**src/rtl/alu_pkg.sv**
```systemverilog
// Shared definitions for the ALU request scheduler: opcode map, flag bit positions, FSM states.
package alu_pkg;

    localparam logic [4:0] OP_ADD  = 5'd0;
    localparam logic [4:0] OP_SUB  = 5'd1;
    localparam logic [4:0] OP_ADC  = 5'd2;
    localparam logic [4:0] OP_SBC  = 5'd3;
    localparam logic [4:0] OP_INC  = 5'd4;
    localparam logic [4:0] OP_DEC  = 5'd5;
    localparam logic [4:0] OP_NEG  = 5'd6;
    localparam logic [4:0] OP_CMP  = 5'd7;
    localparam logic [4:0] OP_AND  = 5'd8;
    localparam logic [4:0] OP_OR   = 5'd9;
    localparam logic [4:0] OP_XOR  = 5'd10;
    localparam logic [4:0] OP_NOT  = 5'd11;
    localparam logic [4:0] OP_NAND = 5'd12;
    localparam logic [4:0] OP_NOR  = 5'd13;
    localparam logic [4:0] OP_XNOR = 5'd14;
    localparam logic [4:0] OP_BIC  = 5'd15;
    localparam logic [4:0] OP_PASA = 5'd16;
    localparam logic [4:0] OP_PASB = 5'd17;
    localparam logic [4:0] OP_SHL  = 5'd18;
    localparam logic [4:0] OP_SHR  = 5'd19;
    localparam logic [4:0] OP_SAR  = 5'd20;
    localparam logic [4:0] OP_ROL  = 5'd21;
    localparam logic [4:0] OP_ROR  = 5'd22;
    localparam logic [4:0] OP_SWAP = 5'd23;
    localparam logic [4:0] OP_CLR  = 5'd24;
    localparam logic [4:0] OP_RLC  = 5'd25;
    localparam logic [4:0] OP_RRC  = 5'd26;
    localparam logic [4:0] OP_MAX  = 5'd26;

    localparam int F_COUT = 0;
    localparam int F_Z    = 1;
    localparam int F_V    = 2;
    localparam int F_ERR  = 3;

    typedef enum logic [1:0] {
        S_IDLE,
        S_EXEC,
        S_RESP
    } state_e;

endpackage

```
**src/rtl/alu_rr_arb.sv**
```systemverilog
// Round-robin arbiter: first asserted request at or after ptr_i, wrapping; one-hot grant plus index.
module alu_rr_arb #(
    parameter  int NREQ = 4,
    localparam int IDW  = $clog2(NREQ)
) (
    input  logic [NREQ-1:0] req_i,
    input  logic [IDW-1:0]  ptr_i,
    output logic [NREQ-1:0] gnt_o,
    output logic [IDW-1:0]  gnt_idx_o,
    output logic            gnt_vld_o
);

    int unsigned j;

    always_comb begin
        gnt_o     = '0;
        gnt_idx_o = '0;
        gnt_vld_o = 1'b0;
        j         = 0;
        for (int unsigned i = 0; i < NREQ; i++) begin
            j = (32'(ptr_i) + i) % NREQ;
            if (!gnt_vld_o && req_i[j]) begin
                gnt_o[j]  = 1'b1;
                gnt_idx_o = IDW'(j);
                gnt_vld_o = 1'b1;
            end
        end
    end

endmodule

```
**src/rtl/alu_req_sched.sv**
```systemverilog
// Shares one external 8-bit ALU among NREQ requesters with round-robin grant and a registered response port.
// Optional feature ALU_CARRY_CHAIN_EN: per-requester carry register feeding alu_cin for opcodes 2 and 3.
module alu_req_sched
    import alu_pkg::*;
#(
    parameter  int NREQ = 4,
    localparam int IDW  = $clog2(NREQ)
) (
    input  logic              clk,
    input  logic              rst_n,
    input  logic [NREQ-1:0]   req_valid,
    output logic [NREQ-1:0]   req_ready,
    input  logic [NREQ*5-1:0] req_opcode,
    input  logic [NREQ*8-1:0] req_a,
    input  logic [NREQ*8-1:0] req_b,
    input  logic [NREQ-1:0]   req_cin,
    output logic [4:0]        alu_opcode,
    output logic [7:0]        alu_a,
    output logic [7:0]        alu_b,
    output logic              alu_cin,
    input  logic [7:0]        alu_result,
    input  logic              alu_cout,
    input  logic              alu_z,
    input  logic              alu_v,
    output logic              rsp_valid,
    input  logic              rsp_ready,
    output logic [IDW-1:0]    rsp_id,
    output logic [7:0]        rsp_result,
    output logic [3:0]        rsp_flags
);

    state_e          state_q;
    logic [IDW-1:0]  ptr_q, ptr_d;
    logic [NREQ-1:0] gnt;
    logic [IDW-1:0]  gnt_idx;
    logic            gnt_vld;
    logic            hs;
    logic [4:0]      sel_op;
    logic [7:0]      sel_a, sel_b;
    logic            sel_cin;
    logic [3:0]      exec_flags;

    logic [4:0]      alu_opcode_q;
    logic [7:0]      alu_a_q, alu_b_q;
    logic            alu_cin_q;
    logic            rsp_valid_q;
    logic [IDW-1:0]  rsp_id_q;
    logic [7:0]      rsp_result_q;
    logic [3:0]      rsp_flags_q;

    alu_rr_arb #(.NREQ(NREQ)) u_arb (
        .req_i     (req_valid),
        .ptr_i     (ptr_q),
        .gnt_o     (gnt),
        .gnt_idx_o (gnt_idx),
        .gnt_vld_o (gnt_vld)
    );

    // Gated with rst_n so every output is 0 while reset is held, even with requests pending.
    assign req_ready = (rst_n && state_q == S_IDLE) ? gnt : '0;
    assign hs        = gnt_vld && (state_q == S_IDLE);

    assign sel_op = req_opcode[5*gnt_idx +: 5];
    assign sel_a  = req_a[8*gnt_idx +: 8];
    assign sel_b  = req_b[8*gnt_idx +: 8];
    assign ptr_d  = (32'(gnt_idx) == NREQ - 1) ? '0 : gnt_idx + IDW'(1);

`ifdef ALU_CARRY_CHAIN_EN
    logic [NREQ-1:0] carry_q;

    assign sel_cin = (sel_op == OP_ADC || sel_op == OP_SBC) ? carry_q[gnt_idx] : req_cin[gnt_idx];

    always_ff @(posedge clk or negedge rst_n) begin
        if (!rst_n) begin
            carry_q <= '0;
        end else if (state_q == S_EXEC) begin
            carry_q[rsp_id_q] <= alu_cout;
        end
    end
`else
    assign sel_cin = req_cin[gnt_idx];
`endif

    always_comb begin
        exec_flags         = '0;
        exec_flags[F_COUT] = alu_cout;
        exec_flags[F_Z]    = alu_z;
        exec_flags[F_V]    = alu_v;
    end

    always_ff @(posedge clk or negedge rst_n) begin
        if (!rst_n) begin
            state_q      <= S_IDLE;
            ptr_q        <= '0;
            alu_opcode_q <= '0;
            alu_a_q      <= '0;
            alu_b_q      <= '0;
            alu_cin_q    <= 1'b0;
            rsp_valid_q  <= 1'b0;
            rsp_id_q     <= '0;
            rsp_result_q <= '0;
            rsp_flags_q  <= '0;
        end else begin
            case (state_q)
                S_IDLE: if (hs) begin
                    ptr_q    <= ptr_d;
                    rsp_id_q <= gnt_idx;
                    if (sel_op > OP_MAX) begin
                        // Illegal opcode: skip the ALU entirely, answer with the error flag only.
                        rsp_result_q       <= '0;
                        rsp_flags_q        <= '0;
                        rsp_flags_q[F_ERR] <= 1'b1;
                        rsp_valid_q        <= 1'b1;
                        state_q            <= S_RESP;
                    end else begin
                        alu_opcode_q <= sel_op;
                        alu_a_q      <= sel_a;
                        alu_b_q      <= sel_b;
                        alu_cin_q    <= sel_cin;
                        state_q      <= S_EXEC;
                    end
                end
                S_EXEC: begin
                    rsp_result_q <= alu_result;
                    rsp_flags_q  <= exec_flags;
                    rsp_valid_q  <= 1'b1;
                    state_q      <= S_RESP;
                end
                S_RESP: if (rsp_ready) begin
                    rsp_valid_q <= 1'b0;
                    state_q     <= S_IDLE;
                end
                default: state_q <= S_IDLE;
            endcase
        end
    end

    assign alu_opcode = alu_opcode_q;
    assign alu_a      = alu_a_q;
    assign alu_b      = alu_b_q;
    assign alu_cin    = alu_cin_q;
    assign rsp_valid  = rsp_valid_q;
    assign rsp_id     = rsp_id_q;
    assign rsp_result = rsp_result_q;
    assign rsp_flags  = rsp_flags_q;

endmodule
```
**config.mk**
```make
export PLATFORM = sky130hd
export DESIGN_NAME = alu_req_sched
export DESIGN_NICKNAME = d
export VERILOG_FILES = /design/src/rtl/alu_pkg.sv /design/src/rtl/alu_rr_arb.sv /design/src/rtl/alu_req_sched.sv
export SDC_FILE = /design/constraint.sdc
export NUM_CORES = 1
export LEC_CHECK = 0
export ABC_CLOCK_PERIOD_IN_PS = 11000
export CAP_MARGIN = 20
export CORE_ASPECT_RATIO = 0.8
export CORE_MARGIN = 4
export CORE_UTILIZATION = 40
export DETAILED_ROUTE_END_ITERATION = 16
export MAX_ROUTING_LAYER = met4
export PLACE_DENSITY = 0.84
export SLEW_MARGIN = 0
export SYNTH_ARGS = -nofsm -noshare
export SYNTH_HDL_FRONTEND = slang
export SYNTH_SLANG_ARGS = --single-unit
```
**constraint.sdc**
```tcl
create_clock -name clk -period 11 [get_ports clk]
set_input_delay 1.65 -clock clk [delete_from_list [all_inputs] [get_ports clk]]
set_output_delay 1.65 -clock clk [all_outputs]
set_load 0.01 [all_outputs]
```
==> results.yml <==
cells_and_area:
  final_layout_size_suffix_gt1_share_pct: 15.0
  final_cells: 494
  nets: 520
  areaGrowthSynthToFinish_pct: 57.6
  final_util_pct: 65.0
  n_antenna_cell: 0
yosys:
  syn_area_per_cell_um2: 10.7
  syn_inst: 266
  syn-cell-area_um2: 2840
  yosysWarnings: 0
  ys_seq_area_share_pct: 36.1
  mappedNetlistNets: 380
  ys_types: 39
  synth-seq-cells: 41
grt:
  grt_pass1_wl_um: 12300
  track_usage_pct: 18.4
  gr-total-overflow: 0
  antenna_found_initial: 0
  grt_max_degree: 46
  grt_pass1_vias: 2600
clock_network:
  cts_max_path_buffers: 2
  ctsHoldBuffers: 0
  cts_root_buf: "clkbuf_8"
  cts_setup_buffers: 0
  cts_buffers: 5
  ctsResizeCount: 0
  htreeDepth: 2
  clk_pin_slew_ps: 80
  clkLatencyLatePin_ps: 290
  cts_tree: "done"
  clkSinkCount: 41
power_and_ir_drop:
  p_per_area_nw_per_um2: 291
  combinationalPowerShare_pct: 69.0
  irDropWorstVdd_mv: 0.168
  switching_power_mw: 0.511
  p_sw_share_pct: 39.2
  p_leak_nw: 1.89
  power_frac_seq_pct: 21.8
  clockPowerShare_pct: 9.2
  p_int_mw: 0.791
worst_setup_path:
  slowest_stage: "clkdlybuf4s50_1"
  crit_buf_inv: 2
  ff2ff_path_depth: 10
  critPathArrivalTime_ps: 4040
  path_common_cell: "clkdlybuf4s50_1"
  cp.required_ps: 9350
  r2r_setup_slack_ps: 6680
  critPathLaunchType: "primary input"
  crit_fanout: 8
  cp-end-kind: "output pin"
  crit_chain: "clkdlybuf4s50_1 > nor2b_1 > a21oi_1 > nor3b_1 > a31oi_1 > o21ai_0 > a221oi_1 > nor2_1 > clkdlybuf4s50_1"
  critical-path-top-delay-family: "buffers and inverters"
  cpPeakStageDelay_ps: 540
  timing.rr.start: "ptr_q[0]$_DFFE_PN0P_"
  worstReg2RegEnd: "alu_a[3]$_DFFE_PN0P_"
  critPathKind: "primary input to output pin"
die:
  die_width_um: 102
  io_pins: 147
  rows: 27
  start_util_pct: 41.2
  coreArea_um2: 6890
  die_h_um: 83.4
  die-area_um2: 8520
route:
  drtAntennaViolNets: 0
  wl_um: 7860
  vias: 2558
  viasPerCell: 5.18
  routedWlPerCell_um: 15.9
  drc: 0
  drtIter0Drc: 77
  drt-pass1-iter-count: 4
worst_hold_path:
  hold_path_class: "flop to flop"
  hold_end: "rsp_id[1]$_DFFE_PN0P_"
  hold_depth: 2
  min_from: "rsp_id[1]$_DFFE_PN0P_"
timing:
  worstMarginPinSlew_ps: 917
  max-slew-margin-rel_pct: 38.7
  final-hold-violation-count: 0
  setup_viol: 0
  slew_viol_final: 0
  skew_ps: 6.89
  max_freq_mhz: 176
  fin_crit_sh_pct: 51.7
  holdWs_ps: 490
  rsz0062_at_grt: "no"
  setup-tns-final_ps: 0
  fin_crit_ps: 5690
run_status:
  status: "complete, no violations"
placement:
  placedCellCount: 485
  io_buffers: 146
  dp_hpwl_um: 6060
  gp_congestion: 0.743
run:
  drv_cap: 0
[cells in the final DEF, fill, tap and decap left out, types with 5 or more instances in the layout]
master,n
clkdlybuf4s50_1,145
dfrtp_1,41
nor2_1,32
mux2i_1,26
a21oi_1,22
mux2_2,22
mux2_4,16
a22o_1,12
inv_1,9
nand2_1,9
ha_1,8
o21ai_0,6
clkbuf_8,5
[sequential cells by signal, summed over array words and instances, names as in the netlist]
signal      count
ptr_q           2
rsp_result      8
alu_cin         1
state_q         2
rsp_id          2
rsp_flags       4
alu_a           8
rsp_valid       1
alu_b           8
alu_opcode      5
[cell type report]
class                   instances  area [µm²]
repair buffers                148        1490
clock inverters                 2        38.8
inverters                       9        33.8
multi-input cells             201        1710
fillers                       576        2410
flip-flops and latches         41        1030
well taps                      87         109
clock buffers                   6        72.6
[synth_stat cells]
cell type / instances / area, µm²
or4_4: 1 / 11.3
o21ai_0: 6 / 30.0
nor2_1: 32 / 120
dfrtp_1: 41 / 1030
nand2_8: 1 / 20.0
a31o_4: 1 / 17.5
or2_2: 2 / 12.5
a22o_1: 12 / 105
nor3_1: 3 / 15.0
ha_1: 8 / 100
nand2_1: 9 / 33.8
mux2i_1: 26 / 260
nor3b_1: 2 / 15.0
o21ai_1: 2 / 10.0
a41oi_2: 1 / 16.3
o211ai_2: 1 / 12.5
mux4_2: 4 / 90.1
a2bb2oi_1: 2 / 17.5
a221oi_1: 4 / 35.0
buf_6: 3 / 33.8
a21o_1: 1 / 7.51
nor4b_1: 1 / 8.76
clkbuf_1: 8 / 30.0
inv_1: 9 / 33.8
nor2b_4: 1 / 13.8
nand4_2: 1 / 12.5
nand4_1: 3 / 18.8
and2_1: 2 / 12.5
a22oi_1: 4 / 30.0
mux2_2: 22 / 248
or3_1: 2 / 12.5
nor2b_1: 2 / 12.5
a21oi_1: 22 / 110
a31oi_1: 2 / 12.5
and3_1: 1 / 6.26
mux2_4: 16 / 240
nand2b_1: 3 / 18.8
mux2_1: 1 / 11.3
buf_2: 4 / 20.0
[per-stage QoR]
step | area, µm² | power [mW] | worst slack, ps
6_report | 4480 | 1.30 | 5310
4_1_cts | 4450 | 1.30 | 5350
2_1_floorplan | 2840 | 0.904 | 6500
3_3_place_gp | 4340 | 1.15 | 5450
3_5_place_dp | 4340 | 1.18 | 5350
5_1_grt | 4480 | 1.40 | 5080
[power by group through the flow]
stage               logic, mW  registers (mW)  clock network, mW
finish                  0.898           0.284              0.120
global route            0.971           0.294              0.132
CTS                     0.895           0.284              0.125
detailed placement      0.894           0.284                  0
global placement        0.868           0.282                  0
floorplan               0.599           0.306                  0
[worst register-to-register path, stage by stage (launching register included)]
cell	delay (ps)
dfrtp_1	720
inv_1	180
ha_1	420
mux4_2	350
nor2b_4	90
or4_4	540
nand2_8	340
mux4_2	590
nand4_2	150
a31o_4	450
mux2_2	390
[logic make-up after synthesis]
family,Yosys count,share of synthesized area [%]
simple gates,66,12.1
flops,41,36.1
mux,69,29.9
fa+ha+maj,8,3.52
buf+inv,24,4.14
compound gates,58,14.2
[routing by layer]
layer,vias to the layer above,routed length [µm],GRT usage [%]
li1,1254,-,-
met1,1207,3390,23.2
met2,88,3800,29.4
met3,9,572,4.95
met4,0,89,4.05
met5,-,0,-
[worst max-delay path by stage]
stage                              end  depth (start not counted)  slack, ps    startpoint
final                     req_ready[1]                          9       5310  req_valid[1]
after global placement    req_ready[1]                          9       5450  req_valid[1]
after detailed placement  req_ready[3]                          9       5350  req_valid[1]
after global routing      req_ready[3]                          9       5080  req_valid[1]
after floorplan           req_ready[0]                          7       6500  req_valid[0]
after CTS                 req_ready[3]                          9       5350  req_valid[1]
(Power assumes the default switching activity.)
